--- src/rtl/float_signed_narrow_pipe.sv ---
// Two-stage, multi-lane narrowing rounder for sign/inf/zero/exp/frac floats.
// S1 captures the kept bits and the round-up decision; S2 applies the increment and exponent carry.
module float_signed_narrow_pipe #(
   parameter int unsigned IN_FRAC       = 10,
   parameter int unsigned OUT_FRAC      = 8,
   parameter int unsigned EXP           = 8,
   parameter int unsigned TRAILING_BITS = 2,
   parameter int unsigned LANES         = 1,
   parameter int unsigned CNT_WIDTH     = 16
) (
   input  logic                              clock,
   input  logic                              resetn,
   input  logic                              inValid,
   output logic                              inReady,
   input  logic [LANES-1:0]                  inSign,
   input  logic [LANES-1:0]                  inIsInf,
   input  logic [LANES-1:0]                  inIsZero,
   input  logic [LANES*EXP-1:0]              inExp,
   input  logic [LANES*IN_FRAC-1:0]          inFrac,
   input  logic [LANES*TRAILING_BITS-1:0]    inTrailing,
   input  logic [LANES-1:0]                  inSticky,
   input  logic [1:0]                        roundMode,
   output logic                              outValid,
   input  logic                              outReady,
   output logic [LANES-1:0]                  outSign,
   output logic [LANES-1:0]                  outIsInf,
   output logic [LANES-1:0]                  outIsZero,
   output logic [LANES*EXP-1:0]              outExp,
   output logic [LANES*OUT_FRAC-1:0]         outFrac,
   output logic [LANES-1:0]                  outInexact,
   output logic [LANES-1:0]                  outOverflow,
   input  logic                              statClear,
   output logic [CNT_WIDTH-1:0]              inexactCount
);

   localparam int unsigned W   = IN_FRAC + TRAILING_BITS;
   localparam int unsigned LOW = W - 1 - OUT_FRAC;

   logic                              s1_valid_q, s1_valid_d;
   logic [LANES-1:0]                  s1_sign_q, s1_sign_d;
   logic [LANES-1:0]                  s1_inf_q, s1_inf_d;
   logic [LANES-1:0]                  s1_zero_q, s1_zero_d;
   logic [LANES-1:0][EXP-1:0]         s1_exp_q, s1_exp_d;
   logic [LANES-1:0][OUT_FRAC-1:0]    s1_kept_q, s1_kept_d;
   logic [LANES-1:0]                  s1_inc_q, s1_inc_d;
   logic [LANES-1:0]                  s1_inexact_q, s1_inexact_d;

   logic                              s2_valid_q, s2_valid_d;
   logic [LANES-1:0]                  s2_sign_q, s2_sign_d;
   logic [LANES-1:0]                  s2_inf_q, s2_inf_d;
   logic [LANES-1:0]                  s2_zero_q, s2_zero_d;
   logic [LANES-1:0][EXP-1:0]         s2_exp_q, s2_exp_d;
   logic [LANES-1:0][OUT_FRAC-1:0]    s2_frac_q, s2_frac_d;
   logic [LANES-1:0]                  s2_inexact_q, s2_inexact_d;
   logic [LANES-1:0]                  s2_ovf_q, s2_ovf_d;

   logic [CNT_WIDTH-1:0]              cnt_q, cnt_d;

   logic                              s1_adv;
   logic                              in_fire;
   logic [W-1:0]                      full;
   logic                              rnd_bit;
   logic                              stk_bit;
   logic                              inexact;
   logic [OUT_FRAC:0]                 sum;

   assign s1_adv  = !s2_valid_q | outReady;
   assign inReady = !s1_valid_q | s1_adv;
   assign in_fire = inValid & inReady;

   always_comb begin
      s1_valid_d   = s1_valid_q;
      s1_sign_d    = s1_sign_q;
      s1_inf_d     = s1_inf_q;
      s1_zero_d    = s1_zero_q;
      s1_exp_d     = s1_exp_q;
      s1_kept_d    = s1_kept_q;
      s1_inc_d     = s1_inc_q;
      s1_inexact_d = s1_inexact_q;
      full         = '0;
      rnd_bit      = 1'b0;
      stk_bit      = 1'b0;
      inexact      = 1'b0;
      if (inReady) begin
         s1_valid_d = inValid;
      end
      if (in_fire) begin
         for (int unsigned i = 0; i < LANES; i++) begin
            full    = {inFrac[i*IN_FRAC +: IN_FRAC], inTrailing[i*TRAILING_BITS +: TRAILING_BITS]};
            rnd_bit = full[LOW];
            stk_bit = inSticky[i];
            for (int unsigned b = 0; b < LOW; b++) begin
               stk_bit = stk_bit | full[b];
            end
            inexact      = rnd_bit | stk_bit;
            s1_sign_d[i] = inSign[i];
            s1_inf_d[i]  = inIsInf[i];
            s1_zero_d[i] = inIsZero[i];
            s1_exp_d[i]  = inExp[i*EXP +: EXP];
            // Specials bypass rounding: zeroing kept/inc makes S2 produce frac 0 with no carry.
            if (inIsInf[i] | inIsZero[i]) begin
               s1_kept_d[i]    = '0;
               s1_inc_d[i]     = 1'b0;
               s1_inexact_d[i] = 1'b0;
            end else begin
               s1_kept_d[i]    = full[W-1 -: OUT_FRAC];
               s1_inexact_d[i] = inexact;
               case (roundMode)
                  2'd0:    s1_inc_d[i] = rnd_bit & (stk_bit | full[LOW+1]);
                  2'd1:    s1_inc_d[i] = 1'b0;
                  2'd2:    s1_inc_d[i] = inexact & !inSign[i];
                  default: s1_inc_d[i] = inexact & inSign[i];
               endcase
            end
         end
      end
   end

   always_comb begin
      s2_valid_d   = s2_valid_q;
      s2_sign_d    = s2_sign_q;
      s2_inf_d     = s2_inf_q;
      s2_zero_d    = s2_zero_q;
      s2_exp_d     = s2_exp_q;
      s2_frac_d    = s2_frac_q;
      s2_inexact_d = s2_inexact_q;
      s2_ovf_d     = s2_ovf_q;
      sum          = '0;
      if (s1_adv) begin
         s2_valid_d = s1_valid_q;
      end
      if (s1_adv & s1_valid_q) begin
         for (int unsigned i = 0; i < LANES; i++) begin
            sum             = {1'b0, s1_kept_q[i]} + {{OUT_FRAC{1'b0}}, s1_inc_q[i]};
            s2_sign_d[i]    = s1_sign_q[i];
            s2_zero_d[i]    = s1_zero_q[i];
            s2_inexact_d[i] = s1_inexact_q[i];
            s2_frac_d[i]    = sum[OUT_FRAC-1:0];
            s2_inf_d[i]     = s1_inf_q[i];
            s2_exp_d[i]     = s1_exp_q[i];
            s2_ovf_d[i]     = 1'b0;
            if (sum[OUT_FRAC]) begin
               if (s1_exp_q[i] == '1) begin
                  s2_inf_d[i] = 1'b1;
                  s2_ovf_d[i] = 1'b1;
               end else begin
                  s2_exp_d[i] = s1_exp_q[i] + {{(EXP-1){1'b0}}, 1'b1};
               end
            end
         end
      end
   end

   always_comb begin
      cnt_d = cnt_q;
      if (statClear) begin
         cnt_d = '0;
      end else if (s2_valid_q & outReady & (|s2_inexact_q) & (cnt_q != '1)) begin
         cnt_d = cnt_q + {{(CNT_WIDTH-1){1'b0}}, 1'b1};
      end
   end

   always_ff @(posedge clock or negedge resetn) begin
      if (!resetn) begin
         s1_valid_q   <= 1'b0;
         s1_sign_q    <= '0;
         s1_inf_q     <= '0;
         s1_zero_q    <= '0;
         s1_exp_q     <= '0;
         s1_kept_q    <= '0;
         s1_inc_q     <= '0;
         s1_inexact_q <= '0;
         s2_valid_q   <= 1'b0;
         s2_sign_q    <= '0;
         s2_inf_q     <= '0;
         s2_zero_q    <= '0;
         s2_exp_q     <= '0;
         s2_frac_q    <= '0;
         s2_inexact_q <= '0;
         s2_ovf_q     <= '0;
         cnt_q        <= '0;
      end else begin
         s1_valid_q   <= s1_valid_d;
         s1_sign_q    <= s1_sign_d;
         s1_inf_q     <= s1_inf_d;
         s1_zero_q    <= s1_zero_d;
         s1_exp_q     <= s1_exp_d;
         s1_kept_q    <= s1_kept_d;
         s1_inc_q     <= s1_inc_d;
         s1_inexact_q <= s1_inexact_d;
         s2_valid_q   <= s2_valid_d;
         s2_sign_q    <= s2_sign_d;
         s2_inf_q     <= s2_inf_d;
         s2_zero_q    <= s2_zero_d;
         s2_exp_q     <= s2_exp_d;
         s2_frac_q    <= s2_frac_d;
         s2_inexact_q <= s2_inexact_d;
         s2_ovf_q     <= s2_ovf_d;
         cnt_q        <= cnt_d;
      end
   end

   assign outValid     = s2_valid_q;
   assign outSign      = s2_sign_q;
   assign outIsInf     = s2_inf_q;
   assign outIsZero    = s2_zero_q;
   assign outExp       = s2_exp_q;
   assign outFrac      = s2_frac_q;
   assign outInexact   = s2_inexact_q;
   assign outOverflow  = s2_ovf_q;
   assign inexactCount = cnt_q;

endmodule

--- config.mk ---
export PLATFORM = sky130hd
export DESIGN_NAME = float_signed_narrow_pipe
export DESIGN_NICKNAME = d
export VERILOG_FILES = /design/src/rtl/float_signed_narrow_pipe.sv
export SDC_FILE = /design/constraint.sdc
export NUM_CORES = 1
export LEC_CHECK = 0
export CAP_MARGIN = 40
export CORE_MARGIN = 10
export CORE_UTILIZATION = 45
export DETAILED_ROUTE_END_ITERATION = 8
export GPL_TIMING_DRIVEN = 0
export PLACE_DENSITY_LB_ADDON = 0.1
export SLEW_MARGIN = 10
export SYNTH_ARGS = -nofsm -noshare
export SYNTH_HDL_FRONTEND = slang
export SYNTH_SLANG_ARGS = --single-unit
--- constraint.sdc ---
create_clock -name clock -period 1.6 [get_ports clock]
set_input_delay 0.16 -clock clock [delete_from_list [all_inputs] [get_ports clock]]
set_output_delay 0.16 -clock clock [all_outputs]
set_load 0.01 [all_outputs]
==> results.md <==
* Period utilisation layout at 1.028
* Placed cell area at ~3800 um^2
* Synthesized area at 2980 um^2
* CP required at 1.80 ns
* I/O pin total at 70
* Reg clk slew, reported paths at 0.08 ns
* GRT overflow at 0
* Post-synthesis sequential area ratio at 0.5038
* Worst Setup Start Kind: flip-flop
* Die extent in y at 101.4 um
* Fin. Hold Viols at 0
* H-tree depth at 3
* Vias in the first global route at between 2000 and 3000
* FF+latch area at ~1500 um^2
* Max-cap violations at 0
* Worst r2r src: s1_kept_q[0]
* Pre-Repair DR Iteration Count at 4
* Power per Cell Area at 962.9 nW/um^2
* Setup crit start: s1_kept_q[0]
* Yosys reg bits at 60
* Final count of negative-setup-slack endpoints at 4
* Layout cells sized above 1 at 0.2610
* Most frequent cells in the layout: clkdlybuf4s50_1 (62), nand2_1 (59), dfrtp_1 (51), buf_4 (29), o21ai_0 (18)
* Core Region at 6386 um^2
* GRT Total Usage at 0.1512
* DR WL met3 at 491 um
* Minimum clock period at 1.645 ns
* VDD IR max at between 0.7 and 0.8 mV
* Initial DRC Count at between 100 and 150
* Leak pwr at roughly 1.9 nW
* Initial core utilization at 0.4667
* Headroom to the max-slew limit at 0.4930
* Nature of the critical path endpoint: flip-flop
* Top cells by area, synth: dfrtp_1 (50%), nand2_1 (7.6%), mux2_2 (4.2%)
* Hold path start: statClear
* Max clock buf depth at 2
* Fmax at 608.0 MHz
* Area Growth Syn to Fin at 49.92%
* Diodes inserted at 0
* Worst Clk Skew at 0.01222 ns
* Clock sinks at 60
* Post-DRT Antenna Nets at 0
* Mapped Cells at 297
* Routed vias at 2635
* Clk root buf: clkbuf_8
* Pwr Total at between 0.004 and 0.005 W
* Syn_area_per_cell at roughly 10 um^2
* Most common cell after layout, fill and taps aside: clkdlybuf4s50_1
* Crit-path max FO at 7
* Max Slew Vio Count at 0
* Cell count after placement at 442
* Pre-CTS setup slack at -0.4299 ns
* Wire length on met1 at approximately 3.4 mm
* DIE AREA at approximately 10000 um^2
* Post-detailed-routing wire length at slightly above 8 mm
* Nets@finish at 440
* Filler instances at 501
* Die Width at 101.4 um
* Final instance area at around 4500 um^2
* Syn Nets at 332
* Multi-input logic area at around 1600 um^2
* DR top layer: met4
* Slew @ Worst Pin at 0.7605 ns
* CP arrival at between 1.5 and 2 ns
* Count of cell types in the netlist at 47
* CP cell instances: ha_2, ha_4, nand3_4, a211oi_4, mux2i_1, o21ai_1
* Synth Warn # at 0
* CTS tree: built
* CTS Buf Count at 9
* HPWL Detailed at 5.369 mm
* Synth top area share at 0.5038
* Min-delay worst type: in2reg
* WL/cell at 16.56 um
* Worst skew pair latency at 0.34 ns
* Largest area contributor in the netlist: dfrtp_1
* Routability Congestion at 0.7727
* Final WS setup at -0.04480 ns
* Vias per inst at 5.411
* Critical path class: reg2reg
* IO Port Bufs at 68
* Met2 Routed Length at 4.130 mm
* First-pass GRT wire length at 12.47 mm
* Max incr delay on CP at 0.36 ns
* Row cnt at 29
* Pin count of the biggest net entering global routing at 61
* Initial antenna violation count at 0
* Non-filler cells, final at about 490
* Failing checks: negative setup slack
* DRC violations left at 0
* Worst path slowest cell: dfrtp_1
* Status: complete, but fails checks
* RSZ-0062 raised after global routing: true
[state kept, by name (all words and copies together) (netlist names), 8 cells and up]
signal,cells
inexactCount,16
s1_exp_q,8
outExp,8
s1_kept_q,8
outFrac,8
[metal layers]
layer / track usage / up-vias
li1: - / 1284
met1: 0.1715 / 1280
met2: 0.2544 / 67
met3: 0.05582 / 4
met4: 0.05573 / 0
met5: 0 / -
[worst paths after layout]
path                       slack (ns)              end  cells after the start
hold / removal                   0.06  inexactCount[2]                      2
min in group asynchronous        0.44       outFrac[4]                      2
max in group asynchronous        0.61  inexactCount[2]                      2
setup / recovery                -0.04        outExp[1]                      6
setup reg to reg                -0.04        outExp[1]                      6
hold reg to reg                  0.47        outIsZero                      2
[area by class of cell]
cell class              count  area share
clock inverters             4     0.02128
flip-flops and latches     60      0.3386
well taps                  77     0.02156
inverters                   1   0.0008401
plain buffers              11     0.01540
clock buffers              12     0.03472
repair buffers             97      0.2067
multi-input cells         225      0.3610
[critical path: cells and delay by family, from the launching register on]
kind	cells	cell delay, ns
AO/OA/AOI/OAI	2	0.38
flip-flops	1	0.36
adder cells (fa/ha/maj)	2	0.34
multiplexers	1	0.23
AND/OR/NAND/NOR	1	0.18
[report_power, final]
| part | switching (W) | internal [W] |
|---|---|---|
| clock network | 0.000615 | 0.00112 |
| registers | 0.000139 | 0.00167 |
| logic | 0.000346 | 0.000409 |
| total | 0.00110 | 0.00320 |
[synthesized netlist by cell type (all sizes together)]
cell and instances:
or3 10, o211ai 2, nor2b 3, dlygate4sd1 1
o41ai 1, o31ai 8, nor3 3, buf 6
mux2i 2, a41oi 1, or2b 1, ha 4
o21ai 26, dfrtp 60, inv 1, clkbuf 4
nor2 12, mux2 13, xnor2 8, and4b 1
nor4 4, nand3b 1, and2 3, or4 3
nand3 13, and4 2, xor2 2, nand2 60
a211oi 2, nand4 10, a21oi 15, a2111oi 2
and3 8, nand2b 5
[per-stage QoR]
step	hold WS, ns	utilization	TNS, ns
floorplan	-0.1356	-	-0.06867
global placement	0.4022	0.5891	-108.11
detailed placement	0.2854	0.5888	-10.28
CTS	0.05004	0.6632	-0.1378
global route	0.05492	0.6996	-0.7202
finish	0.05970	0.6996	-0.1418
[repair_timing]
item	CTS	global route
hold buffers	1	0
gates resized for setup	24	32
setup endpoints to repair	25	46
pin swaps	5	16
buffers inserted	14	14
endpoints found under the hold margin	60	0
[cells by family (layout without fill, tap and decap cells)]
kind of cell,after synthesis,in the layout,share of synthesized area
simple gates,139,139,0.2552
compound gates,57,57,0.1167
mux,15,15,0.05584
buf+inv,12,125,0.02225
xor+xnor,10,10,0.02939
flops,60,60,0.5038
fa+ha+maj,4,4,0.01679
(Power assumes the default switching activity.)
